**src/rtl/program_loader_pkg.sv**
```systemverilog
// program_loader_pkg
// Types and constants shared by the boot loader and its byte packer.
//   state_e   : loader FSM states
//   HDR_BYTES : header length in bytes (16-bit little-endian word count)
//   CSUM_W    : width of the running XOR checksum
package program_loader_pkg;

    typedef enum logic [2:0] {
        S_IDLE  = 3'd0,
        S_HDR0  = 3'd1,
        S_HDR1  = 3'd2,
        S_DATA  = 3'd3,
        S_WRITE = 3'd4,
        S_CSUM  = 3'd5,
        S_DONE  = 3'd6,
        S_ERR   = 3'd7
    } state_e;

    localparam int HDR_BYTES = 2;
    localparam int CSUM_W    = 8;

endpackage

```
**src/rtl/program_loader_byte_packer.sv**
```systemverilog
// program_loader_byte_packer
// Assembles four stream bytes into one little-endian 32-bit word.
//   clk_i       : system clock
//   rst_ni      : asynchronous active-low reset
//   clr_i       : synchronous clear of byte index and partial word
//   push_i      : a byte is accepted this cycle
//   data_i      : accepted byte
//   word_nxt_o  : word value including the byte being pushed now
//   word_done_o : pulse while the fourth byte of a word is pushed
module program_loader_byte_packer
    import program_loader_pkg::*;
(
    input  logic        clk_i,
    input  logic        rst_ni,
    input  logic        clr_i,
    input  logic        push_i,
    input  logic [7:0]  data_i,
    output logic [31:0] word_nxt_o,
    output logic        word_done_o
);

    logic [31:0] word_q;
    logic [1:0]  idx_q;

    // New bytes enter at the top; after four pushes the first byte sits in [7:0].
    assign word_nxt_o  = {data_i, word_q[31:8]};
    assign word_done_o = push_i && (idx_q == 2'd3);

    always_ff @(posedge clk_i or negedge rst_ni) begin
        if (!rst_ni) begin
            word_q <= '0;
            idx_q  <= '0;
        end else if (clr_i) begin
            word_q <= '0;
            idx_q  <= '0;
        end else if (push_i) begin
            word_q <= word_nxt_o;
            idx_q  <= idx_q + 2'd1;
        end
    end

endmodule

```
**src/rtl/program_loader.sv**
```systemverilog
// program_loader
// Boot-time loader: parses a framed byte image (2-byte word count, payload
// words, XOR checksum), writes payload words to instruction memory and
// releases the core only after the checksum matches.
//   clk_i          : system clock
//   rst_ni         : asynchronous active-low reset
//   start_i        : begin a load (honoured only in IDLE)
//   in_valid_i     : stream byte available
//   in_data_i      : stream byte
//   in_ready_o     : loader accepts a byte this cycle
//   mem_we_o       : one-cycle memory write strobe
//   mem_waddr_o    : memory word address
//   mem_wdata_o    : memory write data
//   words_loaded_o : payload words written so far
//   cpu_run_o      : image verified, core may run (sticky)
//   err_o          : load failed (sticky)
module program_loader
    import program_loader_pkg::*;
#(
    parameter int AW         = 13,
    parameter int BASE_WADDR = 0,
    parameter int MAX_WORDS  = 8000
) (
    input  logic          clk_i,
    input  logic          rst_ni,
    input  logic          start_i,
    input  logic          in_valid_i,
    input  logic [7:0]    in_data_i,
    output logic          in_ready_o,
    output logic          mem_we_o,
    output logic [AW-1:0] mem_waddr_o,
    output logic [31:0]   mem_wdata_o,
    output logic [15:0]   words_loaded_o,
    output logic          cpu_run_o,
    output logic          err_o
);

    state_e              state_q, state_d;
    logic [15:0]         n_q, n_d;
    logic [15:0]         cnt_q, cnt_d;
    logic [CSUM_W-1:0]   xor_q, xor_d;
    logic                we_q, we_d;
    logic [AW-1:0]       waddr_q, waddr_d;
    logic [31:0]         wdata_q, wdata_d;

    logic                accept;
    logic                pk_clr;
    logic                pk_push;
    logic [31:0]         pk_word_nxt;
    logic                pk_done;
    logic [15:0]         n_hdr;
    logic [15:0]         cnt_inc;

    program_loader_byte_packer u_packer (
        .clk_i       (clk_i),
        .rst_ni      (rst_ni),
        .clr_i       (pk_clr),
        .push_i      (pk_push),
        .data_i      (in_data_i),
        .word_nxt_o  (pk_word_nxt),
        .word_done_o (pk_done)
    );

    // Ready is a pure state decode so it never depends on in_valid.
    assign in_ready_o = (state_q == S_HDR0) || (state_q == S_HDR1) ||
                        (state_q == S_DATA) || (state_q == S_CSUM);
    assign accept     = in_valid_i && in_ready_o;

    assign n_hdr   = {in_data_i, n_q[7:0]};
    assign cnt_inc = cnt_q + 16'd1;

    assign mem_we_o       = we_q;
    assign mem_waddr_o    = waddr_q;
    assign mem_wdata_o    = wdata_q;
    assign words_loaded_o = cnt_q;
    assign cpu_run_o      = (state_q == S_DONE);
    assign err_o          = (state_q == S_ERR);

    always_comb begin
        state_d = state_q;
        n_d     = n_q;
        cnt_d   = cnt_q;
        xor_d   = xor_q;
        we_d    = 1'b0;
        waddr_d = waddr_q;
        wdata_d = wdata_q;
        pk_clr  = 1'b0;
        pk_push = 1'b0;

        unique case (state_q)
            S_IDLE: begin
                if (start_i) begin
                    state_d = S_HDR0;
                    n_d     = '0;
                    cnt_d   = '0;
                    xor_d   = '0;
                    pk_clr  = 1'b1;
                end
            end
            S_HDR0: begin
                if (accept) begin
                    n_d[7:0] = in_data_i;
                    xor_d    = xor_q ^ in_data_i;
                    state_d  = S_HDR1;
                end
            end
            S_HDR1: begin
                if (accept) begin
                    n_d   = n_hdr;
                    xor_d = xor_q ^ in_data_i;
                    if (n_hdr > 16'(MAX_WORDS)) begin
                        state_d = S_ERR;
                    end else if (n_hdr == 16'd0) begin
                        state_d = S_CSUM;
                    end else begin
                        state_d = S_DATA;
                    end
                end
            end
            S_DATA: begin
                if (accept) begin
                    pk_push = 1'b1;
                    xor_d   = xor_q ^ in_data_i;
                    if (pk_done) begin
                        // Register address/data now so they are stable for the
                        // whole WRITE cycle and hold afterwards.
                        we_d    = 1'b1;
                        waddr_d = AW'(32'(BASE_WADDR) + 32'(cnt_q));
                        wdata_d = pk_word_nxt;
                        state_d = S_WRITE;
                    end
                end
            end
            S_WRITE: begin
                cnt_d   = cnt_inc;
                state_d = (cnt_inc == n_q) ? S_CSUM : S_DATA;
            end
            S_CSUM: begin
                if (accept) begin
                    state_d = (in_data_i == xor_q) ? S_DONE : S_ERR;
                end
            end
            S_DONE: state_d = S_DONE;
            S_ERR:  state_d = S_ERR;
            default: state_d = S_IDLE;
        endcase
    end

    always_ff @(posedge clk_i or negedge rst_ni) begin
        if (!rst_ni) begin
            state_q <= S_IDLE;
            n_q     <= '0;
            cnt_q   <= '0;
            xor_q   <= '0;
            we_q    <= 1'b0;
            waddr_q <= '0;
            wdata_q <= '0;
        end else begin
            state_q <= state_d;
            n_q     <= n_d;
            cnt_q   <= cnt_d;
            xor_q   <= xor_d;
            we_q    <= we_d;
            waddr_q <= waddr_d;
            wdata_q <= wdata_d;
        end
    end

endmodule

```
**config.mk**
```make
export PLATFORM = sky130hd
export DESIGN_NAME = program_loader
export DESIGN_NICKNAME = d
export VERILOG_FILES = /design/src/rtl/program_loader_pkg.sv /design/src/rtl/program_loader_byte_packer.sv /design/src/rtl/program_loader.sv
export SDC_FILE = /design/constraint.sdc
export NUM_CORES = 1
export LEC_CHECK = 0
export BUFFER_PORTS_ARGS = -buffer_cell sky130_fd_sc_hd__buf_2
export CAP_MARGIN = 0
export CORE_MARGIN = 2
export CORE_UTILIZATION = 50
export CTS_CLUSTER_SIZE = 28
export DETAILED_ROUTE_END_ITERATION = 6
export GPL_ROUTABILITY_DRIVEN = 0
export HOLD_SLACK_MARGIN = 0.03
export PLACE_DENSITY = 0.71
export SYNTH_ARGS = -nofsm -noshare
export SYNTH_HDL_FRONTEND = slang
export SYNTH_HIERARCHICAL = 1
export SYNTH_SLANG_ARGS = --single-unit
export TNS_END_PERCENT = 100
```
**constraint.sdc**
```tcl
create_clock -name clk_i -period 2.4 [get_ports clk_i]
set_clock_uncertainty 0.1 [all_clocks]
set_input_delay 0.24 -clock clk_i [delete_from_list [all_inputs] [get_ports clk_i]]
set_output_delay 0.24 -clock clk_i [all_outputs]
set_load 0.02 [all_outputs]
```
==> reports/metrics.sh <==
SYN-NUM-NETS=581
INSERTEDDIODECOUNT=0
INITIAL_UTILIZATION=0.5119
CRIT_TYPE='reg2reg'
HTREE_NUM_LEVELS=4
FILLERINSTANCES=903
SLEW-LIMIT-HEADROOM=0.3633
POWER.DENSITY_CELL_AREA_mW_PER_MM2=951.5
FINAL_MIN_PERIOD_OVER_CLOCK_PERIOD=0.9338
LENGTH_IN_CELLS_OF_THE_WORST_REG_TO_REG_PATH=6
SYNTH-EDFF-COUNT=0
SYNTH_WARNINGS=6
SYNTH_TOP_CELL_BY_AREA='dfrtp_1'
GRT_REMAINING_OVERFLOW=0
SYN_AVG_CELL_AREA_UM2=9.787
CRIT_PATH_MAX_FANOUT=11
R2R_SLACK_PS=160
GROUTE.USAGE.OVERALL=0.2365
TRITONCTS='yes'
DOMINANT_SYNTHESIZED_FLOP_CELL='dfrtp_1'
YS_TYPES=53
CRIT_CHAIN='nand4_1, nor4_1, xnor2_1, o21ai_1, o41a_1, nor3_2'
PORT_BUFFERS=76
FRACTION_OF_SYNTHESIS_FLOPS_USING_AN_ASYNCHRONOUS_SET_OR_RESET_PIN=1.000
FINAL_LAYOUT_SIZE_SUFFIX_GT1_FRAC=0.2241
TOTAL_POWER_uW=6402
DIE_WIDTH_UM=109.3
FINAL.SETUP.TNS_PS=0
POST-CTS-SETUP-BUFFERS=0
CTS_CLOCK_PIN_SLEW_FOR_THE_WORST_SETUP_AND_HOLD_PATHS_PS=60
TIMING.CRITICAL_PATH.TO_TYPE='register'
CRIT_ARRIVAL_PS=2570
FINAL_COMMON_CELL='dfrtp_1'
MULTIINPUTGATEAREA_MM2=0.002370
DRT_FIRST_ITER_VIOLATIONS=301
SYNTH-SEQ-AREA-SHARE=0.5186
POWER_LEAKAGE_uW=0.003414
CLKLATENCYLATEPIN_PS=510
SYN-INSTANCE-COUNT=567
GROUTE.LAYER.MET2.USAGE=0.3752
VIAS=4495
CLOCK_PATH_BUFFERS=2
FIRST_GLOBAL_VIAS=4389
DP_HPWL_UM=8684
DIE_HEIGHT_UM=109.3
RSZ0062_AT_GRT='no'
VIASPERCELL=5.584
FLOW.AREA_GROWTH_FROM_SYNTHESIS_PCT=21.26
WORSTREG2REGSTART='words_loaded_o[3]'
SETUP.WORST_PATH.START_CLASS='register'
WORSTPATHBUFFERINVERTERCOUNT=0
DRT_PRE_ANTENNA_ITERS=5
RESULT_OF_THE_RUN='finished, final reports clean'
CLOCK-SINKS=115
FINALWIRELENGTH_UM=13170
SYNTH.TOP_CELLS.BY_AREA='dfrtp_1 (52%), nand2_1 (7.8%), mux2i_1 (5.1%), o21ai_0 (3.7%), nor2_1 (3.2%)'
TIMING_WORST_SLEW_PIN_VALUE_PS=947.7
CORE_AREA_MM2=0.01084
GRT_START_MAX_NET_PINS=52
MAX_STAGE_DELAY_PS=550
MAXCLOCKFREQUENCY_MHz=446.2
DRC=0
SYNTHESIS.AREA_MM2=0.005549
LAYOUT.CELLS.MOST_COMMON_LIST='dfrtp_1 (115), nand2_1 (114), buf_2 (75)'
PLACEMENTROWS=38
SYNTHDOMINANTCELLAREASHARE=0.5186
CP_TOP_FAMILY='simple AND/OR/NAND/NOR gates'
FINAL-HOLD-VIOLATION-COUNT=0
IO-PIN-COUNT=77
MET1_USAGE=0.3152
BUSIEST_LAYER='met2'
WIRE_LENGTH_OF_THE_FIRST_GLOBAL_ROUTING_PASS_UM=21560
CLOCK_ROOT_BUFFER_MASTER='clkbuf_8'
SETUP_VIOL=0
TIMING_MAX_TRANSITION_VIOLATIONS_FINAL=0
FULL_DIE_AREA_MM2=0.01196
LAYOUT_MIN_CYCLE_TIME_PS=2241
GROUTE.LAYER.MET3.USAGE=0.05868
WORST_IR_DROP_VDD_V=0.0004390
FINALNETCOUNT=668
CTS-BUFFERS-INSERTED=17
DRV_CAP=0
CRITICAL_PATH.SLOWEST_CELL='dfrtp_1'
NUMBER_OF_STORAGE_ELEMENTS_IN_THE_SYNTHESIS_NETLIST=115
HP-CLASS='in2async'
ANTENNA_FOUND_INITIAL=0
POST_DRT_WL_PER_CELL_UM=16.36
WORSTREG2REGEND='state_q[2]'
SEQUENTIAL_CELL_AREA_MM2=0.002878
DRT.ANTENNA.VIOLATING_NETS=0
CP_DATA_REQUIRED_TIME_PS=2730
[sequential cells by signal, summed over array words and instances (netlist names)]
register / count
mem_wdata_o: 32
u_packer/idx_q: 2
state_q: 3
mem_waddr_o: 13
mem_we_o: 1
words_loaded_o: 16
n_q: 16
u_packer/word_q: 24
xor_q: 8
[how the worst max path moves through the flow]
stage / start / to / cells past startpoint
global route: words_loaded_o[3] / state_q[2] / 6
CTS: words_loaded_o[3] / state_q[2] / 6
finish: words_loaded_o[3] / state_q[2] / 6
detailed placement: words_loaded_o[3] / state_q[2] / 6
global placement: state_q[1] / words_loaded_o[6] / 6
floorplan: words_loaded_o[0] / state_q[2] / 7
[timing repair]
action                                  in CTS  in global routing
hold buffers                                 9                  0
gates resized for setup                      0                  1
endpoints found under the setup margin       0                  2
hold endpoints to repair                    74                  0
[per-stage QoR]
stage / util / cell area [um^2] / setup slack (ps) / hold slack [ps] / cells
2_1_floorplan: - / 5549 / 130.3 / -155.6 / 567
3_3_place_gp: 0.5566 / 6033 / 239.8 / 210.3 / 766
3_5_place_dp: 0.5566 / 6033 / 226.1 / 218.0 / 766
4_1_cts: 0.6205 / 6726 / 179.7 / 161.1 / 805
5_1_grt: 0.6207 / 6729 / 63.68 / 237.2 / 805
6_report: 0.6207 / 6729 / 158.9 / 190.7 / 805
[final cells by class]
class / count / area share
flip-flops and latches: 115 / 0.4277
repair buffers: 104 / 0.09334
clock inverters: 10 / 0.02343
multi-input cells: 396 / 0.3522
well taps: 140 / 0.02603
clock buffers: 20 / 0.06620
inverters: 20 / 0.01116
[report_power, final]
group,switching [uW],internal (uW)
clock,830,1720
combinational,653,530
sequential,378,2290
[cells by family after synthesis]
logic type | Yosys count | synth area share
compound gates | 97 | 0.1112
xor+xnor | 23 | 0.03630
fa+ha+maj | 2 | 0.004509
buf+inv | 56 | 0.05524
flops | 115 | 0.5186
mux | 41 | 0.07689
simple gates | 233 | 0.1973
[metal layers]
metal / routed length [um] / vias to the layer above
li1: - / 2112
met1: 5936 / 2205
met2: 6254 / 157
met3: 742 / 21
met4: 235 / 0
met5: 0 / -
[Yosys cell counts (all sizes together), types with 8 or more instances]
cell type  count
xnor2         14
clkbuf         8
nor2          49
nor2b         10
o21ai         43
inv           20
and3           8
mux2i         28
dfrtp        115
buf           28
nand2        115
nor4           8
a21oi         10
xor2           9
nand3         15
a22o          17
mux2          13
Note: power is estimated with default switching activity, not from simulation.
